File: config.mk
export PLATFORM = sky130hd
export DESIGN_NAME = spi_rdid_top
export DESIGN_NICKNAME = d
export VERILOG_FILES = /design/src/rtl/spi_rdid_top.sv
export SDC_FILE = /design/constraint.sdc
export NUM_CORES = 1
export LEC_CHECK = 0
export ABC_CLOCK_PERIOD_IN_PS = 3200
export BUFFER_PORTS_ARGS = -buffer_cell sky130_fd_sc_hd__buf_4
export CAP_MARGIN = 40
export CORE_MARGIN = 8
export CORE_UTILIZATION = 30
export DETAILED_ROUTE_END_ITERATION = 16
export PLACE_DENSITY = 0.41
export SYNTH_ARGS = -nofsm -noshare
export SYNTH_HDL_FRONTEND = slang
export SYNTH_SLANG_ARGS = --single-unit
File: constraint.sdc
create_clock -name CCLK -period 3.2 [get_ports CCLK]
set_input_delay 0.16 -clock CCLK [delete_from_list [all_inputs] [get_ports CCLK]]
set_output_delay 0.16 -clock CCLK [all_outputs]
set_load 0.03 [all_outputs]
File: src/rtl/spi_rdid_top.sv
// M25P16 RDID reader: a debounced button sends 0x9F over SPI mode 0, latches the
// three ID bytes and shows one of them on the LEDs selected by {SW1,SW0}.

module spi_rdid_led_mux (
  input  logic [1:0] sel_i,
  input  logic       blank_i,
  input  logic [7:0] man_i,
  input  logic [7:0] mtype_i,
  input  logic [7:0] cap_i,
  output logic [7:0] led_o
);
  always_comb begin
    led_o = 8'h00;
    if (!blank_i) begin
      case (sel_i)
        2'b00:   led_o = cap_i;
        2'b01:   led_o = mtype_i;
        2'b10:   led_o = man_i;
        default: led_o = 8'hFF;
      endcase
    end
  end
endmodule

module spi_rdid_top #(
  parameter int DEBOUNCE_BITS = 16,
  parameter int SPI_DIV       = 4,
  parameter int CLEAR_CYCLES  = 100000
) (
  input  logic       CCLK,
  input  logic       reset_btn,
  input  logic       get_rdid_btn,
  input  logic       SW0,
  input  logic       SW1,
  input  logic       SPIMISO,
  output logic       SPICLK,
  output logic       SPIMOSI,
  output logic       SPISF,
  output logic       LD0, LD1, LD2, LD3, LD4, LD5, LD6, LD7,
  output logic       AMPCS,
  output logic       DACCS,
  output logic       ADCON,
  output logic       SFCE,
  output logic       FPGAIB,
  output logic [1:0] dbg_state_o
);
  localparam int HALF  = SPI_DIV / 2;
  localparam int DIV_W = (SPI_DIV > 2) ? $clog2(SPI_DIV) : 1;
  localparam int CLR_W = $clog2(CLEAR_CYCLES + 1);
  localparam logic [7:0] CMD = 8'h9F;

  typedef enum logic [1:0] {IDLE, CS_SETUP, SHIFT, CS_HOLD} state_e;

  // Reset asserts immediately with the raw button, releases on a CCLK edge.
  logic [1:0] rst_sync_q;
  logic       rst;
  always_ff @(posedge CCLK or posedge reset_btn) begin
    if (reset_btn) rst_sync_q <= 2'b11;
    else           rst_sync_q <= {rst_sync_q[0], 1'b0};
  end
  assign rst = rst_sync_q[1];

  logic [1:0]               btn_sync_q;
  logic                     deb_q, deb_d;
  logic [DEBOUNCE_BITS-1:0] deb_cnt_q, deb_cnt_d;
  logic                     start_q, start_d;

  always_comb begin
    deb_d     = deb_q;
    deb_cnt_d = '0;
    start_d   = 1'b0;
    if (btn_sync_q[1] != deb_q) begin
      deb_cnt_d = deb_cnt_q + 1'b1;
      if (&deb_cnt_q) begin
        deb_d     = btn_sync_q[1];
        deb_cnt_d = '0;
        start_d   = btn_sync_q[1];
      end
    end
  end

  state_e           state_q, state_d;
  logic [DIV_W-1:0] div_q, div_d;
  logic [4:0]       bit_q, bit_d;
  logic             sclk_q, sclk_d, mosi_q, mosi_d, cs_n_q, cs_n_d;
  logic [23:0]      sh_q, sh_d;
  logic             load;
  logic [7:0]       man_q, mtype_q, cap_q;
  logic             blank_q, blank_d;
  logic [CLR_W-1:0] clr_cnt_q, clr_cnt_d;

  // Clock is high for the first half of each bit period, so MISO is captured at
  // the rise and MOSI moves at the mid-period fall.
  always_comb begin
    state_d = state_q;
    div_d   = div_q;
    bit_d   = bit_q;
    sclk_d  = sclk_q;
    mosi_d  = mosi_q;
    cs_n_d  = cs_n_q;
    sh_d    = sh_q;
    load    = 1'b0;
    case (state_q)
      IDLE: begin
        sclk_d = 1'b0;
        mosi_d = 1'b0;
        cs_n_d = 1'b1;
        div_d  = '0;
        if (start_q) begin
          state_d = CS_SETUP;
          cs_n_d  = 1'b0;
          mosi_d  = CMD[7];
        end
      end
      CS_SETUP: begin
        if (div_q == DIV_W'(HALF - 1)) begin
          state_d = SHIFT;
          div_d   = '0;
          bit_d   = '0;
          sclk_d  = 1'b1;
          sh_d    = {sh_q[22:0], SPIMISO};
        end else begin
          div_d = div_q + 1'b1;
        end
      end
      SHIFT: begin
        div_d = div_q + 1'b1;
        if (div_q == DIV_W'(HALF - 1)) begin
          sclk_d = 1'b0;
          mosi_d = (bit_q < 5'd7) ? CMD[3'(5'd6 - bit_q)] : 1'b0;
        end
        if (div_q == DIV_W'(SPI_DIV - 1)) begin
          div_d = '0;
          if (bit_q == 5'd31) begin
            state_d = CS_HOLD;
            cs_n_d  = 1'b1;
            load    = 1'b1;
          end else begin
            bit_d  = bit_q + 1'b1;
            sclk_d = 1'b1;
            sh_d   = {sh_q[22:0], SPIMISO};
          end
        end
      end
      CS_HOLD: begin
        div_d = div_q + 1'b1;
        if (div_q == DIV_W'(SPI_DIV - 1)) begin
          state_d = IDLE;
          div_d   = '0;
        end
      end
      default: state_d = IDLE;
    endcase
  end

  always_comb begin
    blank_d   = blank_q;
    clr_cnt_d = clr_cnt_q;
    if (blank_q) begin
      clr_cnt_d = clr_cnt_q + 1'b1;
      if (load || clr_cnt_q == CLR_W'(CLEAR_CYCLES - 1)) blank_d = 1'b0;
    end
  end

  always_ff @(posedge CCLK or posedge rst) begin
    if (rst) begin
      btn_sync_q <= 2'b00;
      deb_q      <= 1'b0;
      deb_cnt_q  <= '0;
      start_q    <= 1'b0;
      state_q    <= IDLE;
      div_q      <= '0;
      bit_q      <= '0;
      sclk_q     <= 1'b0;
      mosi_q     <= 1'b0;
      cs_n_q     <= 1'b1;
      sh_q       <= '0;
      man_q      <= 8'h00;
      mtype_q    <= 8'h00;
      cap_q      <= 8'h00;
      blank_q    <= 1'b1;
      clr_cnt_q  <= '0;
    end else begin
      btn_sync_q <= {btn_sync_q[0], get_rdid_btn};
      deb_q      <= deb_d;
      deb_cnt_q  <= deb_cnt_d;
      start_q    <= start_d;
      state_q    <= state_d;
      div_q      <= div_d;
      bit_q      <= bit_d;
      sclk_q     <= sclk_d;
      mosi_q     <= mosi_d;
      cs_n_q     <= cs_n_d;
      sh_q       <= sh_d;
      if (load) begin
        man_q   <= sh_q[23:16];
        mtype_q <= sh_q[15:8];
        cap_q   <= sh_q[7:0];
      end
      blank_q    <= blank_d;
      clr_cnt_q  <= clr_cnt_d;
    end
  end

  logic [7:0] LED;
  spi_rdid_led_mux ledMux (
    .sel_i   ({SW1, SW0}),
    .blank_i (blank_q),
    .man_i   (man_q),
    .mtype_i (mtype_q),
    .cap_i   (cap_q),
    .led_o   (LED)
  );

  assign {LD7, LD6, LD5, LD4, LD3, LD2, LD1, LD0} = LED;
  assign SPICLK      = sclk_q;
  assign SPIMOSI     = mosi_q;
  assign SPISF       = cs_n_q;
  assign AMPCS       = 1'b1;
  assign DACCS       = 1'b1;
  assign ADCON       = 1'b0;
  assign SFCE        = 1'b1;
  assign FPGAIB      = 1'b1;
  assign dbg_state_o = state_q;
endmodule

==> results of run 1 <==
==> state kept, by name, indices dropped and copies added, names as in the netlist, 2 cells and up <==
name         count
div_q            2
btn_sync_q       2
deb_cnt_q       16
cap_q            8
clr_cnt_q       17
rst_sync_q       2
mtype_q          8
sh_q            24
man_q            8
dbg_state_o      2
bit_q            5
==> synthesized netlist by cell type, types with 2 or more instances <==
cell type / count
a211oi_1: 7
a21oi_1: 6
and3_1: 5
buf_2: 6
buf_4: 5
clkbuf_1: 7
conb_1: 2
dfrtp_1: 96
dfstp_2: 4
ha_1: 12
inv_1: 13
mux2_2: 29
nand2_1: 93
nand2b_1: 5
nand3_1: 17
nand4_1: 9
nor2_1: 37
nor2b_1: 7
nor3_1: 13
nor4_1: 3
o21ai_0: 4
o22a_1: 2
o22ai_1: 2
or2_2: 2
xnor2_1: 23
xor2_1: 9
==> worst register-to-register path, cell delays in order (launching register included) <==
cell	delay, ns
dfrtp_1	0.43
ha_1	0.26
and3_1	0.20
ha_1	0.20
nand2b_1	0.21
a211o_1	0.57
buf_4	0.30
nand2_1	0.07
o21ai_0	0.07
==> final timing paths <==
kind                                              start                   endpoint  slack, ns  cells after the start
worst max-delay path               bit_q[0]$_DFFE_PP0P_       bit_q[1]$_DFFE_PP0P_       0.75                      8
worst min-delay path            rst_sync_q[1]$_DFF_PP1_  clr_cnt_q[11]$_DFFE_PP0P_       0.16                      1
worst max register to register     bit_q[0]$_DFFE_PP0P_       bit_q[1]$_DFFE_PP0P_       0.75                      8
worst min register to register  rst_sync_q[1]$_DFF_PP1_  clr_cnt_q[11]$_DFFE_PP0P_       0.16                      1
max in group asynchronous       rst_sync_q[1]$_DFF_PP1_          blank_q$_DFF_PP1_       2.24                      3
min in group CCLK               btn_sync_q[0]$_DFF_PP0_    btn_sync_q[1]$_DFF_PP0_       0.35                      0
==> routing by layer <==
metal | vias to the layer above | track usage (%) | wire length (microns)
met4 | 0 | 3.99 | 123
met1 | 1449 | 13.1 | 4590
met5 | - | 0 | 0
li1 | 1507 | - | -
met3 | 6 | 2.99 | 310
met2 | 40 | 14.8 | 3920
==> area by class of cell <==
| type | instances | area [sq um] | area share (%) |
|---|---|---|---|
| well taps | 188 | 235 | 4.48 |
| multi-input cells | 310 | 1910 | 36.4 |
| flip-flops and latches | 100 | 2510 | 47.7 |
| inverters | 13 | 51.3 | 0.976 |
| clock inverters | 5 | 61.3 | 1.17 |
| repair buffers | 27 | 243 | 4.62 |
| clock buffers | 11 | 243 | 4.62 |
==> cells by family (layout without fill, tap and decap cells) <==
| group | after synthesis | in the layout | share of synthesized area (%) |
|---|---|---|---|
| AO/OA/AOI/OAI | 30 | 30 | 4.70 |
| XOR/XNOR | 32 | 32 | 6.16 |
| adder cells (fa/ha/maj) | 12 | 12 | 3.30 |
| buffers and inverters | 31 | 56 | 3.14 |
| flip-flops | 100 | 100 | 55.1 |
| multiplexers | 30 | 30 | 7.40 |
| other | 2 | 6 | 0.165 |
| AND/OR/NAND/NOR | 200 | 200 | 20.0 |
==> through the flow <==
| step | utilization (%) | setup slack [ns] | instance area [sq um] |
|---|---|---|---|
| floorplan | - | 0.304 | 4560 |
| global placement | 32.6 | 0.773 | 4890 |
| detailed placement | 32.7 | 0.709 | 4920 |
| CTS | 35.0 | 0.700 | 5260 |
| global route | 35.0 | 0.539 | 5260 |
| finish | 35.0 | 0.747 | 5260 |
==> power by group through the flow <==
stage,registers [mW],logic (mW),clock network (mW)
CTS,1.27,0.105,1.17
global route,1.27,0.114,1.21
detailed placement,1.30,0.102,0
finish,1.27,0.100,1.11
floorplan,1.30,0.0671,0
global placement,1.30,0.0972,0
==> results.txt, run 1 <==
most frequent CP cell - ha_1
syn_area_per_cell - 10.4 sq um
ys async rst share - 100%
Core ar. - 15000 sq um
part of the power in combinational logic - 4.0%
Synth Register Bits - 100
WP data arrival - 2.66 ns
Sw Ratio - 22.3%
fin nets - 479
clock power share - 44.6%
# diodes - 0
Max FO, Critical Path - 19
drt wl/cell - 13.7 microns
worst-margin pin slew - 0.631 ns
Clock Latency Late Sink - 0.34 ns
hold violation count in the final report - 0
P_int - 1.93 mW
biggest area consumer among synthesized cells - dfrtp_1
CP peak stage delay - 0.57 ns
status - complete, no violations
max-slew violation count - 0
DR iter-0 viols - 119
Inserted Clock Buffers - 9
Die X - 139 microns
Max clock buf depth - 2
# setup viols final - 0
Yosys warning count - 0
Cell Count, Final, Fillers Out - 654
top-level I/O count - 24
placed cells - 635
fmax - 408 MHz
post-synth top area share - 52.8%
Post-synth EDFFs - 0
Sink Count - 100
share of cells above drive strength 1 - 17.2%
Psw - 0.553 mW
Post-CTS Repair Setup Buffers - 0
number of iterations in the first detailed-routing pass - 4
Hold Buf Count CTS - 3
Final Total Pwr - 2.48 mW
drt total wl - 8950 microns
Final min period - 2.45 ns
max cap viols - 0
largest net degree at the start of global routing - 53
Critical Path Start Type - flop
# fillers - 1511
H-tree levels - 3
CP endpoint kind - flop
hpwl dp - 5990 microns
Fin Setup TNS - 0 ns
post-route antenna net violation count - 0
FP Rows - 45
vias - 3002
Crit path max-delay family - compound AO/OA/AOI/OAI gates
Crit path required time - 3.40 ns
routability cong. - 0.775
area growth from synthesis to layout - 15.5%
Period Utilization, post-route - 76.7%
synth unique cells - 45
RSZ-0062 raised after global routing - false
Area contributors post-synth - dfrtp_1 (53%), nand2_1 (7.7%), mux2_2 (7.2%), xnor2_1 (4.4%), ha_1 (3.3%)
Post-Synthesis Cells - 437
vias per cell - 4.59
slowest CP cell - a211o_1
VDD IR-drop max - 245 uV
root buffer cell - clkbuf_16
GRT Util Overall - 9.92%
Pleak - 2.47 nW
drc violations - 0
CTS tree - done
Chip Height - 139 microns
CTS resizes - 0
commonest non-fill, non-tap cell in the layout - dfrtp_1
GR Overflow Total - 0
clock slew at reported path FFs - 0.07 ns
HP Class - reg -> async
Reg power frac - 51.3%
I/O Buffers - 18
Worst Path Buf+Inv - 1
global-route wire length before repair - 15500 microns
PwrDens - 472 nW/um^2
Min Hold Slack - 0.165 ns
DIE AREA - 19400 sq um
post-synthesis sequential area ratio - 55.1%
initial core utilization - 30.3%
critical path type - reg -> reg
most frequent cells in the layout - dfrtp_1 (96), nand2_1 (93), nor2_1 (37), mux2_2 (29), xnor2_1 (23)
vias in the first global route - 3047
top_reg_cell synth - dfrtp_1
crit-path cells - ha_1 > and3_1 > ha_1 > nand2b_1 > a211o_1 > buf_4 > nand2_1 > o21ai_0
Rel. slew slack - 57.9%
Worst Clk Skew - 0.00871 ns
antenna violations before repair - 0
Cell Area, Synth - 4550 sq um
No activity file was read; power rests on OpenSTA's default activity.
==> run 2, diff against run 1 <==
- ABC_CLOCK_PERIOD_IN_PS: 3200 -> 2300
- clock period: 3.2 -> 2.3 ns (I/O delays scaled with it)
==> results.txt, run 2 (synthesis gave the netlist of run 1 again) <==
vias in the first global route - 3166 (+3.9%)
part of the power in combinational logic - 4.0% (about the same)
met3 wire len - 311 microns (+0.32%)
max-slew violation count - 0 (unchanged)
VDD IR-drop max - 367 uV (+50%)
Storage cell area - 2510 sq um (unchanged)
top-level I/O count - 24 (unchanged)
worst-margin pin slew - 0.530 ns (-0.101 ns)
# setup viols final - 0 (unchanged)
met1 wire length - 4460 microns (-2.9%)
CP peak stage delay - 0.40 ns (-0.17 ns)
area of the multi-input gates - 1930 sq um (+0.59%)
final core utilization - 35.0% (+0.092 points)
PwrDens - 640 nW/um^2 (+36%)
max reg flops - 24 (unchanged)
Sink Count - 100 (unchanged)
Rel. slew slack - 64.7% (+6.8 points)
# fillers - 1529 (+1.2%)
hpwl dp - 5900 microns (-1.4%)
# diodes - 0 (unchanged)
HP Class - reg -> reg
crit-path cells - ha_1 > and3_1 > ha_1 > nand2b_2 > a211o_4 > buf_4 > nand2_1 > nand2_1
drt total wl - 8890 microns (-0.70%)
I/O Buffers - 18 (unchanged)
Reg power frac - 52.6% (+1.3 points)
DR top layer - met4
number of iterations in the first detailed-routing pass - 4 (unchanged)
Clock Latency Late Sink - 0.34 ns (about the same)
GRT Util Overall - 10.1% (+0.15 points)
DIE AREA - 19400 sq um (unchanged)
antenna violations before repair - 0 (unchanged)
drt wl/cell - 13.6 microns (-0.86%)
Period Utilization, post-route - 92.7% (+16 points)
CP endpoint kind - flop
commonest non-fill, non-tap cell in the layout - dfrtp_1
Max clock buf depth - 2 (unchanged)
Fin Setup TNS - 0 ns (unchanged)
Core ar. - 15000 sq um (unchanged)
clock slew at reported path FFs - 0.06 ns (about the same)
P_int - 2.66 mW (+38%)
H-tree levels - 3 (unchanged)
Psw - 0.717 mW (+30%)
Reg with most FFs - sh_q
fin nets - 480 (+0.21%)
Worst R2R Path Depth - 8 (unchanged)
clock power share - 43.5% (-1.1 points)
Max FO, Critical Path - 25 (+6)
Die X - 139 microns (unchanged)
vias per cell - 4.57 (-0.39%)
global-route wire length before repair - 15700 microns (+1.2%)
Sw Ratio - 21.2% (-1.0 points)
Worst Clk Skew - 0.00466 ns (-0.00405 ns)
DR WL met2 - 4020 microns (+2.4%)
max cap viols - 0 (unchanged)
Inserted Clock Buffers - 9 (unchanged)
FP Rows - 45 (unchanged)
root buffer cell - clkbuf_16
fmax - 469 MHz (+15%)
critical path type - reg -> reg
share of cells above drive strength 1 - 17.6% (+0.39 points)
GR Overflow Total - 0 (unchanged)
Pleak - 2.48 nW (+0.56%)
Crit path required time - 2.53 ns (-0.87 ns)
slowest CP cell - dfrtp_1
routability cong. - 0.780 (+0.66%)
WP data arrival - 2.36 ns (-0.30 ns)
DR iter-0 viols - 169 (+42%)
Chip Height - 139 microns (unchanged)
Critical Path Start Type - flop
CTS tree - done
drc violations - 0 (unchanged)
Final min period - 2.13 ns (-0.321 ns)
initial core utilization - 30.3% (unchanged)
hold violation count in the final report - 0 (unchanged)
most frequent cells in the layout - dfrtp_1 (96), nand2_1 (93), nor2_1 (37), mux2_2 (29), xnor2_1 (23)
status - complete, no violations
post-route antenna net violation count - 0 (unchanged)
area growth from synthesis to layout - 15.8%
hold path cells - 0
RSZ-0062 raised after global routing - false
largest net degree at the start of global routing - 99 (+87%)
largest registers - sh_q (24), clr_cnt_q (17), deb_cnt_q (16)
vias - 2995 (-0.23%)
==> run 2: routing by layer <==
layer	global-route usage, %	vias to the layer above
li1	-	1507
met1	12.5	1454
met2	16.0	29
met3	3.86	5
met4	2.95	0
met5	0	-
==> run 2: final cells by class <==
| class | instances | area share, % |
|---|---|---|
| tap | 188 | 4.46 |
| clock inverter | 1 | 0.0950 |
| inverter | 13 | 0.997 |
| timing repair buffer | 28 | 4.84 |
| multi-input combinational | 310 | 36.5 |
| clock buffer | 15 | 5.46 |
| sequential | 100 | 47.6 |
==> run 2: power by group through the flow <==
stage	registers, mW	logic [mW]	clock network (mW)
final	1.77	0.134	1.47
after global routing	1.77	0.151	1.61
after global placement	1.81	0.135	0
after floorplan	1.81	0.0936	0
after detailed placement	1.81	0.136	0
after CTS	1.77	0.140	1.55
==> run 2: repair_timing <==
action | in CTS | in global routing
endpoints found under the hold margin | 4 | 0
buffers inserted | 0 | 0
setup endpoints to repair | 0 | 25
resized for setup | 0 | 2
hold buffers | 3 | 0
==> run 2: worst max-delay path: cells and delay by family, from the launching register on <==
family | cells | cell delay (ns)
flip-flops | 1 | 0.40
adder cells (fa/ha/maj) | 2 | 0.44
AND/OR/NAND/NOR | 4 | 0.57
buffers and inverters | 1 | 0.23
AO/OA/AOI/OAI | 1 | 0.37
==> run 2: path summary, 6_finish.rpt <==
check | from | slack (ns) | end
min in group asynchronous | reset_btn | 0.36 | rst_sync_q[0]$_DFF_PP1_
worst max-delay path | bit_q[1]$_DFFE_PP0P_ | 0.17 | sh_q[8]$_DFFE_PP0P_
worst min-delay path | btn_sync_q[0]$_DFF_PP0_ | 0.35 | btn_sync_q[1]$_DFF_PP0_
worst min register to register | btn_sync_q[0]$_DFF_PP0_ | 0.35 | btn_sync_q[1]$_DFF_PP0_
worst max register to register | bit_q[1]$_DFFE_PP0P_ | 0.17 | sh_q[8]$_DFFE_PP0P_
max in group asynchronous | rst_sync_q[1]$_DFF_PP1_ | 1.50 | blank_q$_DFF_PP1_
==> run 2: metrics by stage <==
stage	hold slack [ns]	power, mW	instances	setup slack, ns	instance area, sq um
floorplan	0.0265	1.90	441	0.194	4570
global placement	0.153	1.94	636	0.170	4930
detailed placement	0.158	1.94	636	0.109	4930
CTS	0.342	3.46	655	0.0940	5260
global route	0.359	3.53	655	0.0345	5270
finish	0.355	3.37	655	0.168	5270
